[src/rtl/rv32_pkg.sv]
// RV32I decode definitions shared by the decode stage and later pipeline stages.
// Holds opcode constants, instruction format encodings and the decoded-bundle struct.
package rv32_pkg;

  localparam int XLEN  = 32;
  localparam int CNT_W = 16;

  localparam logic [6:0] OP_R      = 7'h33;
  localparam logic [6:0] OP_LOAD   = 7'h03;
  localparam logic [6:0] OP_IMM    = 7'h13;
  localparam logic [6:0] OP_JALR   = 7'h67;
  localparam logic [6:0] OP_STORE  = 7'h23;
  localparam logic [6:0] OP_BRANCH = 7'h63;
  localparam logic [6:0] OP_LUI    = 7'h37;
  localparam logic [6:0] OP_AUIPC  = 7'h17;
  localparam logic [6:0] OP_JAL    = 7'h6F;

  typedef enum logic [2:0] {
    FMT_R   = 3'd0,
    FMT_I   = 3'd1,
    FMT_S   = 3'd2,
    FMT_SB  = 3'd3,
    FMT_U   = 3'd4,
    FMT_UJ  = 3'd5,
    FMT_ILL = 3'd6
  } fmt_t;

  typedef struct packed {
    logic [XLEN-1:0] pc;
    fmt_t            fmt;
    logic [6:0]      opcode;
    logic [4:0]      rd;
    logic [4:0]      rs1;
    logic [4:0]      rs2;
    logic [2:0]      funct3;
    logic [6:0]      funct7;
    logic [XLEN-1:0] imm;
  } dec_t;

  function automatic fmt_t fmt_of(input logic [6:0] op);
    case (op)
      OP_R:                     return FMT_R;
      OP_LOAD, OP_IMM, OP_JALR: return FMT_I;
      OP_STORE:                 return FMT_S;
      OP_BRANCH:                return FMT_SB;
      OP_LUI, OP_AUIPC:         return FMT_U;
      OP_JAL:                   return FMT_UJ;
      default:                  return FMT_ILL;
    endcase
  endfunction

endpackage

[src/rtl/instr_decode_stage_imm_gen.sv]
// Immediate generator: sign-extended RV32I immediate from raw word and format.
// Purely combinational, no handshake; R and illegal formats yield zero.
module imm_gen
  import rv32_pkg::*;
(
  input  logic [31:0] instr,
  input  fmt_t        fmt,
  output logic [31:0] imm
);

  always_comb begin
    imm = '0;
    case (fmt)
      FMT_I:   imm = {{20{instr[31]}}, instr[31:20]};
      FMT_S:   imm = {{20{instr[31]}}, instr[31:25], instr[11:7]};
      FMT_SB:  imm = {{19{instr[31]}}, instr[31], instr[7], instr[30:25], instr[11:8], 1'b0};
      FMT_U:   imm = {instr[31:12], 12'b0};
      FMT_UJ:  imm = {{11{instr[31]}}, instr[31], instr[19:12], instr[20], instr[30:21], 1'b0};
      default: imm = '0;
    endcase
  end

endmodule

[src/rtl/instr_decode_stage.sv]
// RV32I decode stage with 2-entry skid buffer; 1-cycle latency, full throughput.
// in_ready is a registered function of occupancy only; it drops while both entries hold data.
module instr_decode_stage
  import rv32_pkg::*;
#(
  parameter int XLEN  = rv32_pkg::XLEN,
  parameter int CNT_W = rv32_pkg::CNT_W
) (
  input  logic             clk,
  input  logic             rst_n,
  input  logic             flush,
  input  logic             in_valid,
  output logic             in_ready,
  input  logic [XLEN-1:0]  in_pc,
  input  logic [XLEN-1:0]  in_instr,
  output logic             out_valid,
  input  logic             out_ready,
  output logic [XLEN-1:0]  out_pc,
  output logic [2:0]       out_fmt,
  output logic [6:0]       out_opcode,
  output logic [4:0]       out_rd,
  output logic [4:0]       out_rs1,
  output logic [4:0]       out_rs2,
  output logic [2:0]       out_funct3,
  output logic [6:0]       out_funct7,
  output logic [XLEN-1:0]  out_imm,
  output logic [CNT_W-1:0] dec_count,
  output logic [CNT_W-1:0] ill_count
);

  typedef enum logic [1:0] {ST_EMPTY, ST_ONE, ST_FULL} state_t;

  state_t      state;
  dec_t        dec_in;
  dec_t        main_q;
  dec_t        skid_q;
  fmt_t        in_fmt;
  logic [31:0] in_imm;
  logic        accept;
  logic        drain;

  assign in_fmt = fmt_of(in_instr[6:0]);

  imm_gen u_imm_gen (
    .instr (in_instr),
    .fmt   (in_fmt),
    .imm   (in_imm)
  );

  always_comb begin
    dec_in        = '0;
    dec_in.pc     = in_pc;
    dec_in.fmt    = in_fmt;
    dec_in.opcode = in_instr[6:0];
    dec_in.rd     = in_instr[11:7];
    dec_in.rs1    = in_instr[19:15];
    dec_in.rs2    = in_instr[24:20];
    dec_in.funct3 = in_instr[14:12];
    dec_in.funct7 = in_instr[31:25];
    dec_in.imm    = in_imm;
  end

  assign accept = in_valid & in_ready;
  assign drain  = out_valid & out_ready;

  always_ff @(posedge clk or negedge rst_n) begin
    if (!rst_n) begin
      state     <= ST_EMPTY;
      main_q    <= '0;
      skid_q    <= '0;
      out_valid <= 1'b0;
      in_ready  <= 1'b1;
      dec_count <= '0;
      ill_count <= '0;
    end else if (flush) begin
      // Offered word and any drain this cycle are both ignored.
      state     <= ST_EMPTY;
      out_valid <= 1'b0;
      in_ready  <= 1'b1;
    end else begin
      if (drain) begin
        dec_count <= dec_count + 1'b1;
        if (main_q.fmt == FMT_ILL)
          ill_count <= ill_count + 1'b1;
      end
      case (state)
        ST_EMPTY: begin
          if (accept) begin
            main_q    <= dec_in;
            state     <= ST_ONE;
            out_valid <= 1'b1;
          end
        end
        ST_ONE: begin
          if (accept && drain) begin
            main_q <= dec_in;
          end else if (accept) begin
            skid_q   <= dec_in;
            state    <= ST_FULL;
            in_ready <= 1'b0;
          end else if (drain) begin
            state     <= ST_EMPTY;
            out_valid <= 1'b0;
          end
        end
        ST_FULL: begin
          if (drain) begin
            main_q   <= skid_q;
            state    <= ST_ONE;
            in_ready <= 1'b1;
          end
        end
        default: begin
          state     <= ST_EMPTY;
          out_valid <= 1'b0;
          in_ready  <= 1'b1;
        end
      endcase
    end
  end

  assign out_pc     = main_q.pc;
  assign out_fmt    = main_q.fmt;
  assign out_opcode = main_q.opcode;
  assign out_rd     = main_q.rd;
  assign out_rs1    = main_q.rs1;
  assign out_rs2    = main_q.rs2;
  assign out_funct3 = main_q.funct3;
  assign out_funct7 = main_q.funct7;
  assign out_imm    = main_q.imm;

endmodule

[config.mk]
export PLATFORM = sky130hd
export DESIGN_NAME = instr_decode_stage
export DESIGN_NICKNAME = d
export VERILOG_FILES = /design/src/rtl/rv32_pkg.sv /design/src/rtl/instr_decode_stage_imm_gen.sv /design/src/rtl/instr_decode_stage.sv
export SDC_FILE = /design/constraint.sdc
export NUM_CORES = 1
export LEC_CHECK = 0
export ABC_AREA = 1
export CAP_MARGIN = 10
export CORE_MARGIN = 1.5
export CORE_UTILIZATION = 36
export DETAILED_ROUTE_END_ITERATION = 7
export DONT_BUFFER_PORTS = 1
export REMOVE_ABC_BUFFERS = 1
export SETUP_SLACK_MARGIN = 0.05
export SYNTH_ARGS = -nofsm -noshare
export SYNTH_HDL_FRONTEND = slang
export SYNTH_HIERARCHICAL = 1
export SYNTH_SLANG_ARGS = --single-unit
[constraint.sdc]
create_clock -name clk -period 3.8 [get_ports clk]
set_clock_uncertainty 0.05 [all_clocks]
set_input_delay 0.76 -clock clk [delete_from_list [all_inputs] [get_ports clk]]
set_output_delay 0.76 -clock clk [all_outputs]
set_load 0.05 [all_outputs]
* Yosys cells after proc, flatten, opt, wreduce, memory -nomap -nowiden
Cells that the tools add are included.
Word-level totals: register bits after elaboration 234, input bits 69
Operators by class: $add $sub $neg 2, eq/ne operators 29, mux-type cells 24, bitwise operators 4, reductions and logical operators 12
Operators with widths (count):
- $mux W99 | 3
- $pmux W99 S3 | 1
- $pmux W32 S5 | 1
- $add A16 B1 Y16 const B | 2
- $eq A7 B6 Y1 const B | 3
- $eq A7 B7 Y1 const B | 3
- $ne A3 B3 Y1 const B | 6
- $pmux W3 S6 | 1
- $eq A7 B5 Y1 const B | 2
- $mux W2 | 6
- $reduce_and A4 Y1 | 3
- $ne A2 B2 Y1 const B | 5
- $reduce_and A5 Y1 | 2
- $eq A3 B3 Y1 const B | 3
- $mux W1 | 9
- $eq A7 B2 Y1 const B | 1
- $eq A3 B2 Y1 const B | 2
- $pmux W1 S3 | 2
- $pmux W2 S3 | 1
- $ne A4 B4 Y1 const B | 1
- $eq A3 B1 Y1 const B | 1
- $reduce_and A3 Y1 | 1
- $reduce_bool A3 Y1 | 1
- $reduce_or A3 Y1 | 1
- other kinds (8) | 10

* Depth between registers and ports, before layout
Gate-level depths: netlist (run 1).
depth after elaboration 7, mapped depth 17, mapped depth without buffers 15

* By module
Netlist (run 1), hierarchy kept.
By module, submodules not included:
- instr_decode_stage | times used 1, cells an instance 1247, area each 10221.1 um^2
- imm_gen | times used 1, cells an instance 92, area each 455.4 um^2

* Worst setup path after synthesis (run 1)
No wires, ideal clock.
path kind input to register, start input port in_instr[4], end register main_q (netlist bit out_imm[10]), library setup time 82 ps, arrival time 2375 ps, slack 1293 ps, stages 16, buffers on the path 2, cell sequence inv_1 > nand2_1 > nor2_1 > nand2_1 > nand2_1 > nor2_1 > nand2_1 > nand2_1 > buf_6 > inv_2 > buf_6 > o21ai_1 > inv_1 > nor2_1 > nand2_1 > a31oi_1
Between the ends: word-level cells in the longest chain between the ends 7, elaborated cells on any way between the ends 21, classes of those cells eq/ne: 14; mux: 5; reduce/logical: 2
RTL lines:
- start, declared | RTL line instr_decode_stage.sv:15 | input logic [XLEN-1:0] in_instr,
- $eq A7 B2 Y1 (tied with other cells) | RTL line rv32_pkg.sv:41 | case (op)
- $reduce_or A3 Y1 / $reduce_or A2 Y1 (equally long branches) | RTL line rv32_pkg.sv:41
- $pmux W3 S6 * | RTL line rv32_pkg.sv:41
- via in_fmt[2] | RTL line instr_decode_stage.sv:37 | fmt_t in_fmt;
- $eq A3 B3 Y1 (tied with other cells) | RTL line instr_decode_stage_imm_gen.sv:13 | case (fmt)
- $pmux W32 S5 * | RTL line instr_decode_stage_imm_gen.sv:13
- via in_imm[10] | RTL line instr_decode_stage.sv:38 | logic [31:0] in_imm;
- $mux W99 (on tied branches) | RTL line instr_decode_stage.sv:95, instr_decode_stage.sv:88
- $pmux W99 S3 * | RTL line instr_decode_stage.sv:86 | case (state)
- end signal, assigned | RTL line instr_decode_stage.sv:89 | main_q <= dec_in;
- end signal, assigned | RTL line instr_decode_stage.sv:96 | main_q <= dec_in;
- end signal, assigned | RTL line instr_decode_stage.sv:108 | main_q <= skid_q;
- end, declared | RTL line instr_decode_stage.sv:35 | dec_t main_q;
Mark *: on every way through the listed nets, which the timed path passes. The rest lies on a longest branch. The select of a mux whose other input is x is not followed. A chain may end at the register's enable or synchronous reset.

* Worst setup path after layout (run 1)
start input port in_instr[4], end register main_q (netlist bit out_imm[24])
Same word-level chain as after synthesis.

==> impl_metrics.json, run 1 <==
{
  "final_max_slew_viol_count": 0,
  "nNetsFinal": 1377,
  "critical_path_class": "input pin to flip-flop",
  "fmaxAchievable_ghz": 0.357,
  "core_region_area_um2": 28900,
  "cp_max_fo": 20,
  "cp-start-kind": "input pin",
  "antenna_found_initial": 0,
  "route.detailed.drc": 0,
  "die_h_um": 175,
  "yosysSeqAreaShare": 0.549,
  "vias": 8514,
  "synth.distinct_cells": 30,
  "clkLatencyLatePin_ns": 0.54,
  "antennaDiodeCount": 0,
  "start_util": 0.369,
  "fin_util": 0.406,
  "nFillCells": 2905,
  "grt-ovfl-total": 0,
  "numCtsBuffers": 27,
  "place_congestion": 0.806,
  "dpl_cell_area_um2": 10900,
  "dr.pass1.iters": 7,
  "avgSynthCellArea_um2": 7.97,
  "min_period_over_period": 0.736,
  "dpl.hpwl_um": 17300,
  "cts_tree": "built",
  "finalInstanceArea_um2": 11700,
  "end_kind": "flip-flop",
  "cts_max_path_buffers": 3,
  "portBuffers": 0,
  "fin_cells": 1708,
  "wirelength_um": 28500,
  "synth.area.top_cells": "dfrtp_1, nand2_1, a31oi_1",
  "die_x_um": 175,
  "cap_violations": 0,
  "run_status": "complete, but fails checks",
  "synth.largest_area_cell": "dfrtp_1",
  "drt-vias-per-instance": 4.98,
  "die-area_um2": 30700,
  "busiest_layer": "met2",
  "area_growth_pct": 10.0,
  "placed_cells": 1661,
  "violations": "negative hold slack",
  "antenna_left": 0,
  "ys_seq_elements": 234,
  "post_cts_buffers": 0,
  "powerDensity_nw_per_um2": 914,
  "syn_inst": 1339,
  "grt_pass1_vias": 8411,
  "p_leak_nw": 5.69,
  "grt_max_degree": 235,
  "routedWlPerCell_um": 16.7,
  "netlist_area_um2": 10700,
  "clk_pin_slew_worst_paths_ns": 0.06,
  "maxSlewHeadroom": 0.441,
  "met2_usage": 0.302,
  "cts_resized": 0,
  "max-vdd-ir-drop_v": 0.000498,
  "p_total_w": 0.0107,
  "ys_warn_count": 6,
  "ios": 202,
  "root_buffer": "clkbuf_16",
  "grt_use_met3": 0.0642,
  "rsz0062_at_grt": "false",
  "worst_pin_slew_ns": 0.838,
  "min_period_ns": 2.80,
  "clock-sinks": 234,
  "synth_top_area_share": 0.546,
  "drive_gt1_frac": 0.0529,
  "grt_pass1_wl_um": 46100,
  "crit_required_ns": 4.20,
  "final-setup-viol-count": 0,
  "use_met1": 0.242,
  "row_count": 62,
  "h-tree-depth": 1,
  "drt_iter0_markers": 565,
  "arrival_ns": 3.20,
  "tns_ns": 0,
  "holdWs_ns": -0.135,
  "finalHoldViolations": 233,
  "hold_class": "input pin to async pin",
  "grt_usage": 0.187
}
## path summary, 6_finish.rpt
kind / from / to / slack (ns) / cells after the start
worst max-delay path: in_instr[4] / out_imm[24]$_DFFE_PN0P_ / 1.00 / 13
worst min-delay path: rst_n / dec_count[9]$_DFFE_PN0P_ / -0.13 / 0
worst max register to register: out_valid$_DFFE_PN0P_ / out_pc[29]$_DFFE_PN0P_ / 1.12 / 10
worst min register to register: skid_q[54]$_DFFE_PN0P_ / skid_q[54]$_DFFE_PN0P_ / 0.42 / 2
max in group asynchronous: rst_n / skid_q[5]$_DFFE_PN0P_ / 3.55 / 0
min in group clk: in_instr[21] / skid_q[43]$_DFFE_PN0P_ / 0.29 / 2
## cells in the mapped netlist, drive strengths merged
| master | count |
|---|---|
| xor2 | 12 |
| ha | 2 |
| o21ai | 25 |
| dfstp | 1 |
| dfrtp | 233 |
| nor3b | 1 |
| a21oi | 4 |
| nor3 | 9 |
| nand4 | 11 |
| buf | 52 |
| o22ai | 1 |
| inv | 49 |
| clkbuf | 24 |
| xnor2 | 8 |
| nor2 | 147 |
| nand3 | 64 |
| a31oi | 96 |
| nand3b | 1 |
| o211ai | 2 |
| nand2 | 597 |
## flip-flops by register name, summed over array words and instances (netlist names), 3 cells and up
signal      count
dec_count      16
out_imm        32
out_rs1         5
out_rd          5
out_funct7      7
ill_count      16
out_opcode      7
out_funct3      3
out_pc         32
out_fmt         3
skid_q         99
out_rs2         5
## kinds of logic after synthesis
| kind of cell | Yosys count | synth area share |
|---|---|---|
| flip-flops | 234 | 0.549 |
| adder cells (fa/ha/maj) | 2 | 0.00234 |
| AND/OR/NAND/NOR | 830 | 0.306 |
| buffers and inverters | 125 | 0.0545 |
| XOR/XNOR | 20 | 0.0164 |
| AO/OA/AOI/OAI | 128 | 0.0727 |
## power by group
group / leakage, nW / switching, W / total, W / internal (W)
combinational: 2.41 / 0.00116 / 0.00186 / 0.000703
sequential: 2.86 / 0.00292 / 0.00639 / 0.00347
clock: 0.414 / 0.00103 / 0.00248 / 0.00145
total: 5.69 / 0.00511 / 0.0107 / 0.00562
## layer usage
| metal | part of all wire | up-vias |
|---|---|---|
| li1 | - | 4214 |
| met1 | 0.44 | 4037 |
| met2 | 0.45 | 229 |
| met3 | 0.089 | 34 |
| met4 | 0.016 | 0 |
| met5 | 0 | - |
## area by class of cell
cell class	count	area, µm²	share of cell area
sequential	234	5860	0.499
multi-input combinational	980	4250	0.362
clock buffer	39	761	0.0648
tap	384	480	0.0409
inverter	49	194	0.0165
timing repair buffer	14	130	0.0111
clock inverter	8	72.6	0.00618
## cell usage in the layout, fill, tap and decap left out, types with 11 or more instances in the layout
| cell | n |
|---|---|
| nand4_1 | 11 |
| buf_4 | 12 |
| o21ai_0 | 22 |
| dfrtp_1 | 233 |
| nor2_1 | 141 |
| inv_1 | 42 |
| xor2_1 | 12 |
| nand2_1 | 596 |
| clkbuf_16 | 27 |
| nand3_1 | 64 |
| a31oi_1 | 96 |
## critical path, stage by stage
cell and delay [ns]:
inv_1 0.09, nand2_1 0.08, nor2_1 0.16, nand2_1 0.09
nand2_1 0.11, nor2_4 0.04, nand2_1 0.08, nand2_1 0.23
inv_2 0.38, nand4_1 0.56, nand3_1 0.33, nand2_1 0.08
a31oi_1 0.21
## through the flow
stage / hold slack [ns] / setup WS [ns]
3_5_place_dp: 0.408 / 0.471
3_3_place_gp: 0.403 / 0.612
6_report: -0.135 / 1.00
4_1_cts: -0.160 / 1.05
5_1_grt: -0.162 / 0.745
2_1_floorplan: 0.392 / -1.99
Power figures use the tool's default switching activity.
==> inputs of run 2 (changes only) <==
- clock period: 3.8 -> 2.67 ns (I/O delays scaled with it)
==> impl_metrics.json, run 2 (synthesis results as in run 1) <==
{
  "hold_class": "input pin to async pin",
  "cp-start-kind": "flip-flop",
  "fin_cells": 1728,
  "crit_path_top_delay_cell": "dfstp_2",
  "cp_max_fo": 40,
  "numCtsBuffers": 26,
  "grt_max_degree": 235,
  "vias": 8576,
  "clk_pin_slew_worst_paths_ns": 0.06,
  "timing.final.ws_setup_ns": 0.664,
  "violations": "negative hold slack",
  "wirelength_um": 28700,
  "end_kind": "flip-flop",
  "cap_violations": 0,
  "place_congestion": 0.825,
  "core_region_area_um2": 28900,
  "row_count": 62,
  "fmaxAchievable_ghz": 0.499,
  "cts_tree": "built",
  "die-area_um2": 30700,
  "max_stage_delay_ns": 0.53,
  "antenna_found_initial": 0,
  "final_cell_mix": "nand2_1, dfrtp_1, nor2_1",
  "grt-ovfl-total": 0,
  "antenna_left": 0,
  "max-vdd-ir-drop_v": 0.000528,
  "rsz0062_at_grt": "false",
  "post_cts_buffers": 0,
  "clock-sinks": 234,
  "drive_gt1_frac": 0.0670,
  "dpl.hpwl_um": 17700,
  "placed_cells": 1681,
  "antennaDiodeCount": 0,
  "powerDensity_nw_per_um2": 1290,
  "grt_usage": 0.187,
  "drt-vias-per-instance": 4.96,
  "crit_required_ns": 3.06,
  "nNetsFinal": 1396,
  "ios": 202,
  "drt_iter0_markers": 550,
  "start_util": 0.369,
  "final-setup-viol-count": 0,
  "p_total_w": 0.0155,
  "routedWlPerCell_um": 16.6,
  "area_growth_pct": 12.5,
  "largest_reg_flops": 99,
  "crit_chain": "nand2_1 > o21ai_2 > nand2_2 > inv_6 > buf_12 > nor2_1 > a31oi_1",
  "largest_register": "skid_q",
  "cts_resized": 0,
  "final_max_slew_viol_count": 0,
  "grt_pass1_vias": 8368,
  "reg2reg_from": "in_ready$_DFFE_PN1P_",
  "portBuffers": 0,
  "critical_path_class": "flip-flop to flip-flop",
  "worstSetupStartpoint": "in_ready$_DFFE_PN1P_",
  "dr.pass1.iters": 5,
  "p_leak_nw": 5.82,
  "worst_pin_slew_ns": 0.638,
  "h-tree-depth": 1,
  "run_status": "complete, but fails checks",
  "grt_pass1_wl_um": 46100,
  "r2r_end": "out_imm[0]$_DFFE_PN0P_",
  "reg2reg_depth": 7,
  "layout_commonest_cell": "nand2_1",
  "root_buffer": "clkbuf_16",
  "maxSlewHeadroom": 0.575,
  "route.detailed.drc": 0,
  "pre_cts_ws_ns": 0.242,
  "min_period_over_period": 0.751,
  "reg2reg_setup_slack_ns": 0.66,
  "die_x_um": 175,
  "die_h_um": 175,
  "holdWs_ns": -0.348,
  "min_period_ns": 2.01,
  "cts_max_path_buffers": 3,
  "finalHoldViolations": 234,
  "clkLatencyLatePin_ns": 0.53,
  "arrival_ns": 2.40
}
## run 2: cell types whose count changed in the layout (fill, tap and decap cells not counted)
cell        change
clkinv_8        +1
clkbuf_16       -1
clkbuf_8        +3
clkinvlp_4      +2
inv_6           -2
buf_12          +8
clkinv_2        -3
buf_4          +12
## run 2: per-stage QoR
stage | hold WS [ns] | instance area (µm²) | setup TNS [ns] | util
5_1_grt | -0.382 | 12000 | 0 | 0.415
3_5_place_dp | 0.193 | 11200 | 0 | 0.386
2_1_floorplan | 0.188 | 10300 | -357.47 | -
3_3_place_gp | 0.193 | 11200 | 0 | 0.386
6_report | -0.348 | 12000 | 0 | 0.415
4_1_cts | -0.379 | 12000 | 0 | 0.415
## run 2: worst max path at each step
stage                                    endpoint  slack, ns  cells after the start
final                      out_imm[0]$_DFFE_PN0P_       0.66                      7
after global routing      out_imm[11]$_DFFE_PN0P_       0.48                      7
after CTS                  out_rs1[1]$_DFFE_PN0P_       0.63                      7
after detailed placement   out_imm[8]$_DFFE_PN0P_       0.24                     15
after global placement     out_imm[9]$_DFFE_PN0P_       0.32                     15
after floorplan            out_fmt[2]$_DFFE_PN0P_      -3.12                      8
## run 2: final cells by class
class,instances,area [µm²]
fill,2862,16900
sequential,234,5860
multi-input combinational,980,4250
clock buffer,41,777
tap,384,480
timing repair buffer,34,380
inverter,49,194
clock inverter,6,71.3
## run 2: per-layer routing
layer | vias to the layer above | track usage | part of all wire
li1 | 4244 | - | -
met1 | 4070 | 0.237 | 0.43
met2 | 227 | 0.310 | 0.47
met3 | 35 | 0.0633 | 0.088
met4 | 0 | 0.0406 | 0.017
met5 | - | 0 | 0
## run 2: critical path: cells and delay by family, from the launching register on
family	cells	cell delay, ns
buf+inv	2	0.57
flops	1	0.53
simple gates	3	0.39
compound gates	2	0.36
## run 2: report_power, final
group	leakage, nW	internal [W]	total, W	switching [W]
logic	2.55	0.00117	0.00313	0.00196
registers	2.86	0.00494	0.00883	0.00389
clock network	0.409	0.00209	0.00355	0.00146
total	5.82	0.00820	0.0155	0.00731
